==> config.mk <==
export PLATFORM = sky130hd
export DESIGN_NAME = danger_response
export DESIGN_NICKNAME = d
export VERILOG_FILES = /design/src/rtl/danger_pkg.sv /design/src/rtl/danger_response_sync_2ff.sv /design/src/rtl/danger_response.sv
export SDC_FILE = /design/constraint.sdc
export NUM_CORES = 1
export LEC_CHECK = 0
export ABC_AREA = 1
export BUFFER_PORTS_ARGS = -buffer_cell sky130_fd_sc_hd__buf_2
export CAP_MARGIN = 15
export CELL_PAD_IN_SITES_DETAIL_PLACEMENT = 1
export CELL_PAD_IN_SITES_GLOBAL_PLACEMENT = 1
export CORE_MARGIN = 10
export CORE_UTILIZATION = 36
export DETAILED_ROUTE_END_ITERATION = 6
export GPL_TIMING_DRIVEN = 0
export PLACE_DENSITY = 0.72
export SLEW_MARGIN = 15
export SYNTH_ARGS = -nofsm -noshare
export SYNTH_HDL_FRONTEND = slang
export SYNTH_SLANG_ARGS = --single-unit
==> constraint.sdc <==
create_clock -name clock_divide_sec -period 1.67 [get_ports clock_divide_sec]
set_input_delay 0.0835 -clock clock_divide_sec [delete_from_list [all_inputs] [get_ports clock_divide_sec]]
set_output_delay 0.0835 -clock clock_divide_sec [all_outputs]
set_load 0.02 [all_outputs]
==> src/rtl/danger_pkg.sv <==
// Shared definitions for the danger response block: state encoding, default
// command opcodes, score width and saturation helpers.
package danger_pkg;

    typedef enum logic [1:0] {
        S_IDLE    = 2'd0,
        S_ALERT   = 2'd1,
        S_RESOLVE = 2'd2,
        S_DEAD    = 2'd3
    } state_t;

    localparam int OP_W    = 11;
    localparam int SCORE_W = 8;
    localparam int TIMER_W = 4;

    localparam logic [OP_W-1:0]    DEFAULT_ESCAPE_OP = 11'b00010000000;
    localparam logic [OP_W-1:0]    DEFAULT_FIGHT_OP  = 11'b01000000000;
    localparam logic [SCORE_W-1:0] SCORE_MAX         = 8'd255;

    // Adds a small bonus to the score, clamping at SCORE_MAX instead of wrapping.
    function automatic logic [SCORE_W-1:0] score_add(input logic [SCORE_W-1:0] score,
                                                     input logic [1:0] bonus);
        logic [SCORE_W:0] sum;
        sum = {1'b0, score} + {{(SCORE_W-1){1'b0}}, bonus};
        return (sum > {1'b0, SCORE_MAX}) ? SCORE_MAX : sum[SCORE_W-1:0];
    endfunction

    function automatic logic [1:0] health_dec(input logic [1:0] health);
        return (health == 2'd0) ? 2'd0 : health - 2'd1;
    endfunction

endpackage

==> src/rtl/danger_response_sync_2ff.sv <==
// Two-flop synchroniser for the danger level, clocked by the 1 Hz tick and
// cleared asynchronously to 0.
module sync_2ff (
    input  logic clock_divide_sec,
    input  logic reset,
    input  logic d,
    output logic q
);

    logic meta;

    // NOTE: flops use non-blocking assignments so meta and q update together;
    // blocking here would collapse the two stages into one.
    always_ff @(posedge clock_divide_sec or posedge reset) begin
        if (reset) begin
            meta <= 1'b0;
            q    <= 1'b0;
        end else begin
            meta <= d;
            q    <= meta;
        end
    end

endmodule

==> src/rtl/danger_response.sv <==
// Grades the player's response to a danger event and keeps health and score.
// Define DANGER_SYNC_EN to route danger_in through a two-flop synchroniser.
module danger_response
    import danger_pkg::*;
#(
    parameter int              TIMEOUT_SEC = 5,
    parameter int              MAX_HEALTH  = 3,
    parameter logic [OP_W-1:0] ESCAPE_OP   = DEFAULT_ESCAPE_OP,
    parameter logic [OP_W-1:0] FIGHT_OP    = DEFAULT_FIGHT_OP,
    parameter int              QUICK_SEC   = 2
) (
    input  logic               clock_divide_sec,
    input  logic               reset,
    input  logic               danger_in,
    input  logic [OP_W-1:0]    op_code,
    output logic               alarm,
    output logic               danger_clear,
    output logic [3:0]         reaction_sec,
    output logic [1:0]         health,
    output logic [SCORE_W-1:0] score,
    output logic               game_over
);

    localparam logic [TIMER_W-1:0] TIMEOUT_LAST = TIMER_W'(TIMEOUT_SEC - 1);
    localparam logic [TIMER_W-1:0] TIMEOUT_VAL  = TIMER_W'(TIMEOUT_SEC);
    localparam logic [TIMER_W-1:0] QUICK_LIMIT  = TIMER_W'(QUICK_SEC);
    localparam logic [1:0]         HEALTH_INIT  = 2'(MAX_HEALTH);

    state_t             state;
    logic [TIMER_W-1:0] timer;
    logic               danger_s;
    logic               is_escape;
    logic               is_fight;

`ifdef DANGER_SYNC_EN
    sync_2ff u_sync (
        .clock_divide_sec (clock_divide_sec),
        .reset            (reset),
        .d                (danger_in),
        .q                (danger_s)
    );
`else
    assign danger_s = danger_in;
`endif

    assign is_escape = (op_code == ESCAPE_OP);
    assign is_fight  = (op_code == FIGHT_OP);

    always_ff @(posedge clock_divide_sec or posedge reset) begin
        if (reset) begin
            state        <= S_IDLE;
            alarm        <= 1'b0;
            danger_clear <= 1'b1;
            reaction_sec <= '0;
            health       <= HEALTH_INIT;
            score        <= '0;
            game_over    <= 1'b0;
            timer        <= '0;
        end else begin
            case (state)
                S_IDLE: begin
                    danger_clear <= 1'b0;
                    if (danger_s) begin
                        state <= S_ALERT;
                        alarm <= 1'b1;
                        timer <= '0;
                    end
                end

                S_ALERT: begin
                    timer <= timer + 1'b1;
                    // A command takes priority over a timeout on the same tick.
                    if (is_escape || is_fight || timer == TIMEOUT_LAST) begin
                        state        <= S_RESOLVE;
                        alarm        <= 1'b0;
                        danger_clear <= 1'b1;
                        if (is_escape) begin
                            score        <= score_add(score, 2'd1);
                            reaction_sec <= timer;
                        end else if (is_fight) begin
                            if (timer < QUICK_LIMIT) score <= score_add(score, 2'd2);
                            else                     health <= health_dec(health);
                            reaction_sec <= timer;
                        end else begin
                            health       <= health_dec(health);
                            reaction_sec <= TIMEOUT_VAL;
                        end
                    end
                end

                S_RESOLVE: begin
                    danger_clear <= 1'b1;
                    if (!danger_s) begin
                        if (health == 2'd0) begin
                            state     <= S_DEAD;
                            game_over <= 1'b1;
                        end else begin
                            state        <= S_IDLE;
                            danger_clear <= 1'b0;
                        end
                    end
                end

                S_DEAD: begin
                    game_over    <= 1'b1;
                    danger_clear <= 1'b1;
                    alarm        <= 1'b0;
                end

                default: state <= S_IDLE;
            endcase
        end
    end

endmodule

Word-level counts from Yosys, hierarchy flattened:

Cells that the tools add are included.

* $lt $le $gt $ge: 3
* reductions and logical operators: 17
* add/subtract/negate cells: 4
* bitwise operators: 1
* muxes and demuxes: 27
* eq/ne operators: 11

Operator list (count)
* $mux W8: 5
* $gt A9 B8 Y1 const B: 2
* $mux W2: 7
* $mux W4: 3
* $reduce_and A4 Y1: 3
* $eq A11 B10 Y1 const B: 1
* $eq A11 B8 Y1 const B: 1
* $ne A2 B2 Y1 const B: 5
* $add A8 B1 Y9 const B: 1
* $add A8 B2 Y9 const B: 1
* $pmux W4 S2: 1
* $reduce_bool A2 Y1: 4
* $mux W1: 7
* $pmux W2 S3: 1
* $reduce_and A3 Y1: 2
* $reduce_bool A3 Y1: 2
* $add A4 B1 Y4 const B: 1
* $eq A2 B2 Y1 const B: 2
* $eq A4 B3 Y1 const B: 1
* $logic_not A2 Y1: 2
* $lt A4 B2 Y1 const B: 1
* $pmux W1 S4: 1
* $reduce_and A2 Y1: 2
* $pmux W1 S3: 1
* 5 further kinds: 6

* output and inout bits: 17
* input bits: 14
* bits in registers: 23

Longest topological paths before layout:

* depth after elaboration: 6
* mapped depth: 14
* depth with buffers taken out: 14

Worst setup path after synthesis:

No wires, ideal clock.

* path type: reg-to-reg
* start point: reg score[1]
* end point: reg score[0]
* buffers on the path: 0
* cell stages (with the launch flop): 14
* setup slack: -0.075 ns
* period minus slack after synthesis: 1.745 ns
* arrival: 1.632 ns
* cells stage by stage: dfrtp_1 inv_1 ha_1 inv_1 nand2_1 nand2_1 nor2_1 nand2_1 nor2_2 nand2_4 nand2_2 nand3_1 nand2_1 inv_1

* word-level cells in the longest chain between the ends: 6
* elaborated cells between the ends (all ways): 9
* those cells by class: add/sub: 2; order compare: 2; mux: 5

RTL lines
* start, declared: RTL line danger_response.sv:20 `output logic [SCORE_W-1:0] score,`
* start signal, assigned: RTL line danger_response.sv:78 `score <= score_add(score, 2'd1);`
* start signal, assigned: RTL line danger_response.sv:81 `if (timer < QUICK_LIMIT) score <= score_add(score, 2'd2);`
* $add A8 B2 Y9: RTL line danger_pkg.sv:24 `sum = {1'b0, score} + {{(SCORE_W-1){1'b0}}, bonus};`
* $gt A9 B8 Y1: RTL line danger_pkg.sv:25 `return (sum > {1'b0, SCORE_MAX}) ? SCORE_MAX : sum[SCORE_W-1:0];`
* $mux W8: RTL line danger_pkg.sv:25
* $mux W8: RTL line danger_response.sv:81
* $mux W8: RTL line danger_response.sv:80 `end else if (is_fight) begin`
* $mux W8 *: RTL line danger_response.sv:77 `if (is_escape) begin`

Mark *: on every way between the ends. The rest lies on a longest branch, timed or not. The select of a mux whose other input is x is not followed.
A chain may end at the register's enable or synchronous reset.

Worst setup path in the final report:

Ends and elaborated chain as after synthesis.

==> results.txt <==
status = complete, no violations
die area = 8160 sq um
io pins = 31
worst vdd ir = 0.632 mV
GRT overflow = 0
layout cells sized above 1 = 31.8%
GPL Wtd Cong = 0.814
setup TNS = 0 ps
vias in the first global route = 1762
Post-synth top flop = dfrtp_1
CTS tree = done
Die Wd = 90.4 microns
Synthesis Warnings = 0
Post-Route WL = 4.48 mm
kind of critical path = flop to flop
CP cell instances = inv_2 -> ha_4 -> inv_2 -> nand2_2 -> nand2_2 -> nor2_2 -> nand2_1 -> nor2_2 -> nand2_4 -> nand2_4 -> nand3_2 -> nand2_1 -> inv_1
wire per inst = 12.7 microns
dpl ws = -128 ps
antenna violations before repair = 0
Cells after Synth = 244
Leakage = 1.14 nW
Rows = 25
Hold Path Class = input pin to asynchronous set/reset pin
fin crit share = 96.0%
Finished Cell Area = 2200 sq um
CP max stage cell = dfrtp_2
Clk Latency, worst-skew pair = 270 ps
post-synthesis register bit count = 23
Worst slew margin = 39.3%
nets@finish = 314
largest net degree at the start of global routing = 24
most common cell after layout, fill and taps aside = nand2_1
sequential share of the synthesized area = 32.5%
mapped cell area = 1780 sq um
Data required, critical path = 1830 ps
power per cell area = 964 nW/um^2
Die Ht = 90.4 microns
Slew Viols, Final = 0
DRC = 0
most frequent cells in the layout = 58 x nand2_1, 30 x inv_1, 30 x buf_2
core box area = 4750 sq um
slowest stage delay, CP = 440 ps
vias per cell = 4.74
HPWL Detailed = 3.53 mm
crit path launch type = flop
# diodes = 0
Mapped Nets = 271
area grow syn2layout = 23.2%
port buffer count = 30
dpl cell area = 2020 sq um
Final Skew = 7.50 ps
final setup margin = 66.6 ps
Reg clk slew, reported paths = 90 ps
post-layout min period = 1600 ps
Buf/Inv on CP = 3
Netlist cell types = 32
first-pass GRT wire length = 8.03 mm
share of flip-flops with an asynchronous set or reset = 100%
Worst-Margin Slew = 909 ps
max_cap viols = 0
Worst Setup End Kind = flop
Post-synth EDFFs = 0
H-tree Lvls = 1
worst-path maximum fanout = 6
delay-heaviest family, CP = simple AND/OR/NAND/NOR gates
1st-iter DRT viols = 30
Final setup viols = 0
Worst EP arrival = 1770 ps
DR pass1 iterations = 4
clock root buffer = clkbuf_8
Hold Vio Cnt, Final = 0
Initial Util = 37.5%
flop2flop setup slack = 70 ps
syn avg cell area = 7.30 sq um
unrepaired setup endpoints after global routing = true
vias = 1672
ANT nets after route = 0
Bufs on Longest Clock Path = 2
fillers = 637
Tot GR Track Use = 11.4%
total clock sinks = 23
Max Clock Freq = 624 MHz
clock buffer count from CTS = 3
cell families after synthesis:
| family | share of synthesized area [%] |
|---|---|
| fa+ha+maj | 9.13 |
| simple gates | 37.4 |
| compound gates | 8.22 |
| flops | 32.5 |
| buf+inv | 9.83 |
| xor+xnor | 2.95 |
routing by layer:
metal,part of all wire [%],global-route usage [%],vias up
met5,0,0,-
met1,43,13.3,800
met2,53,20.6,14
li1,-,-,853
met4,0.80,2.39,0
met3,3.1,2.41,5
cells in the mapped netlist, types with 3 or more instances:
cell type	n	share of area, %
nor2_4	5	3.2
o21ai_0	10	2.8
xor2_1	4	2.0
nand2_1	61	13
inv_2	3	0.63
inv_1	36	7.6
nor2_1	19	4.0
nor3_1	3	0.84
nand2_2	4	1.4
nor2_2	7	2.5
a21oi_1	6	1.7
dfrtp_1	20	28
nand4_1	4	1.4
ha_1	13	9.1
o21ai_1	4	1.1
dfstp_2	3	4.4
nand3_1	24	6.7
registers in the layout, indices dropped and copies added, names as in the netlist:
signal	flops
score	8
timer	4
reaction_sec	4
health	2
game_over	1
state	2
danger_clear	1
alarm	1
power breakdown:
| group | internal (mW) | switching [mW] | leakage [nW] |
|---|---|---|---|
| Clock | 0.170 | 0.183 | 0.0228 |
| Combinational | 0.349 | 0.607 | 0.834 |
| Sequential | 0.710 | 0.0974 | 0.285 |
worst paths after layout:
path / start / to / cells after the start
max reg2reg: score[1] / score[0] / 13
min in group clock_divide_sec: danger_in / game_over / 3
max: score[1] / score[0] / 13
max in group asynchronous: reset / score[2] / 2
min: reset / score[5] / 2
min reg2reg: game_over / game_over / 1
final cells by class:
class,instances,area [sq um],share of cell area (%)
clock buffer,4,45.0,2.05
sequential,23,582,26.5
timing repair buffer,38,210,9.57
tap,67,83.8,3.82
buffer,3,23.8,1.08
multi-input combinational,178,1100,49.9
inverter,40,155,7.07
per-stage QoR:
stage,util (%),cells,power (mW),hold slack [ps]
floorplan,-,244,1.43,83.1
global placement,42.4,341,1.68,356
detailed placement,42.4,341,1.70,353
CTS,44.6,351,2.12,51.9
global route,46.2,353,2.34,89.8
finish,46.2,353,2.12,3.25
repair_timing:
| action | in CTS | in global routing |
|---|---|---|
| gates resized for setup | 5 | 22 |
| setup endpoints to repair | 8 | 17 |
| pin swaps | 3 | 8 |
| hold buffers | 0 | 0 |
| buffers inserted | 6 | 2 |
No activity file was read; power rests on OpenSTA's default activity.
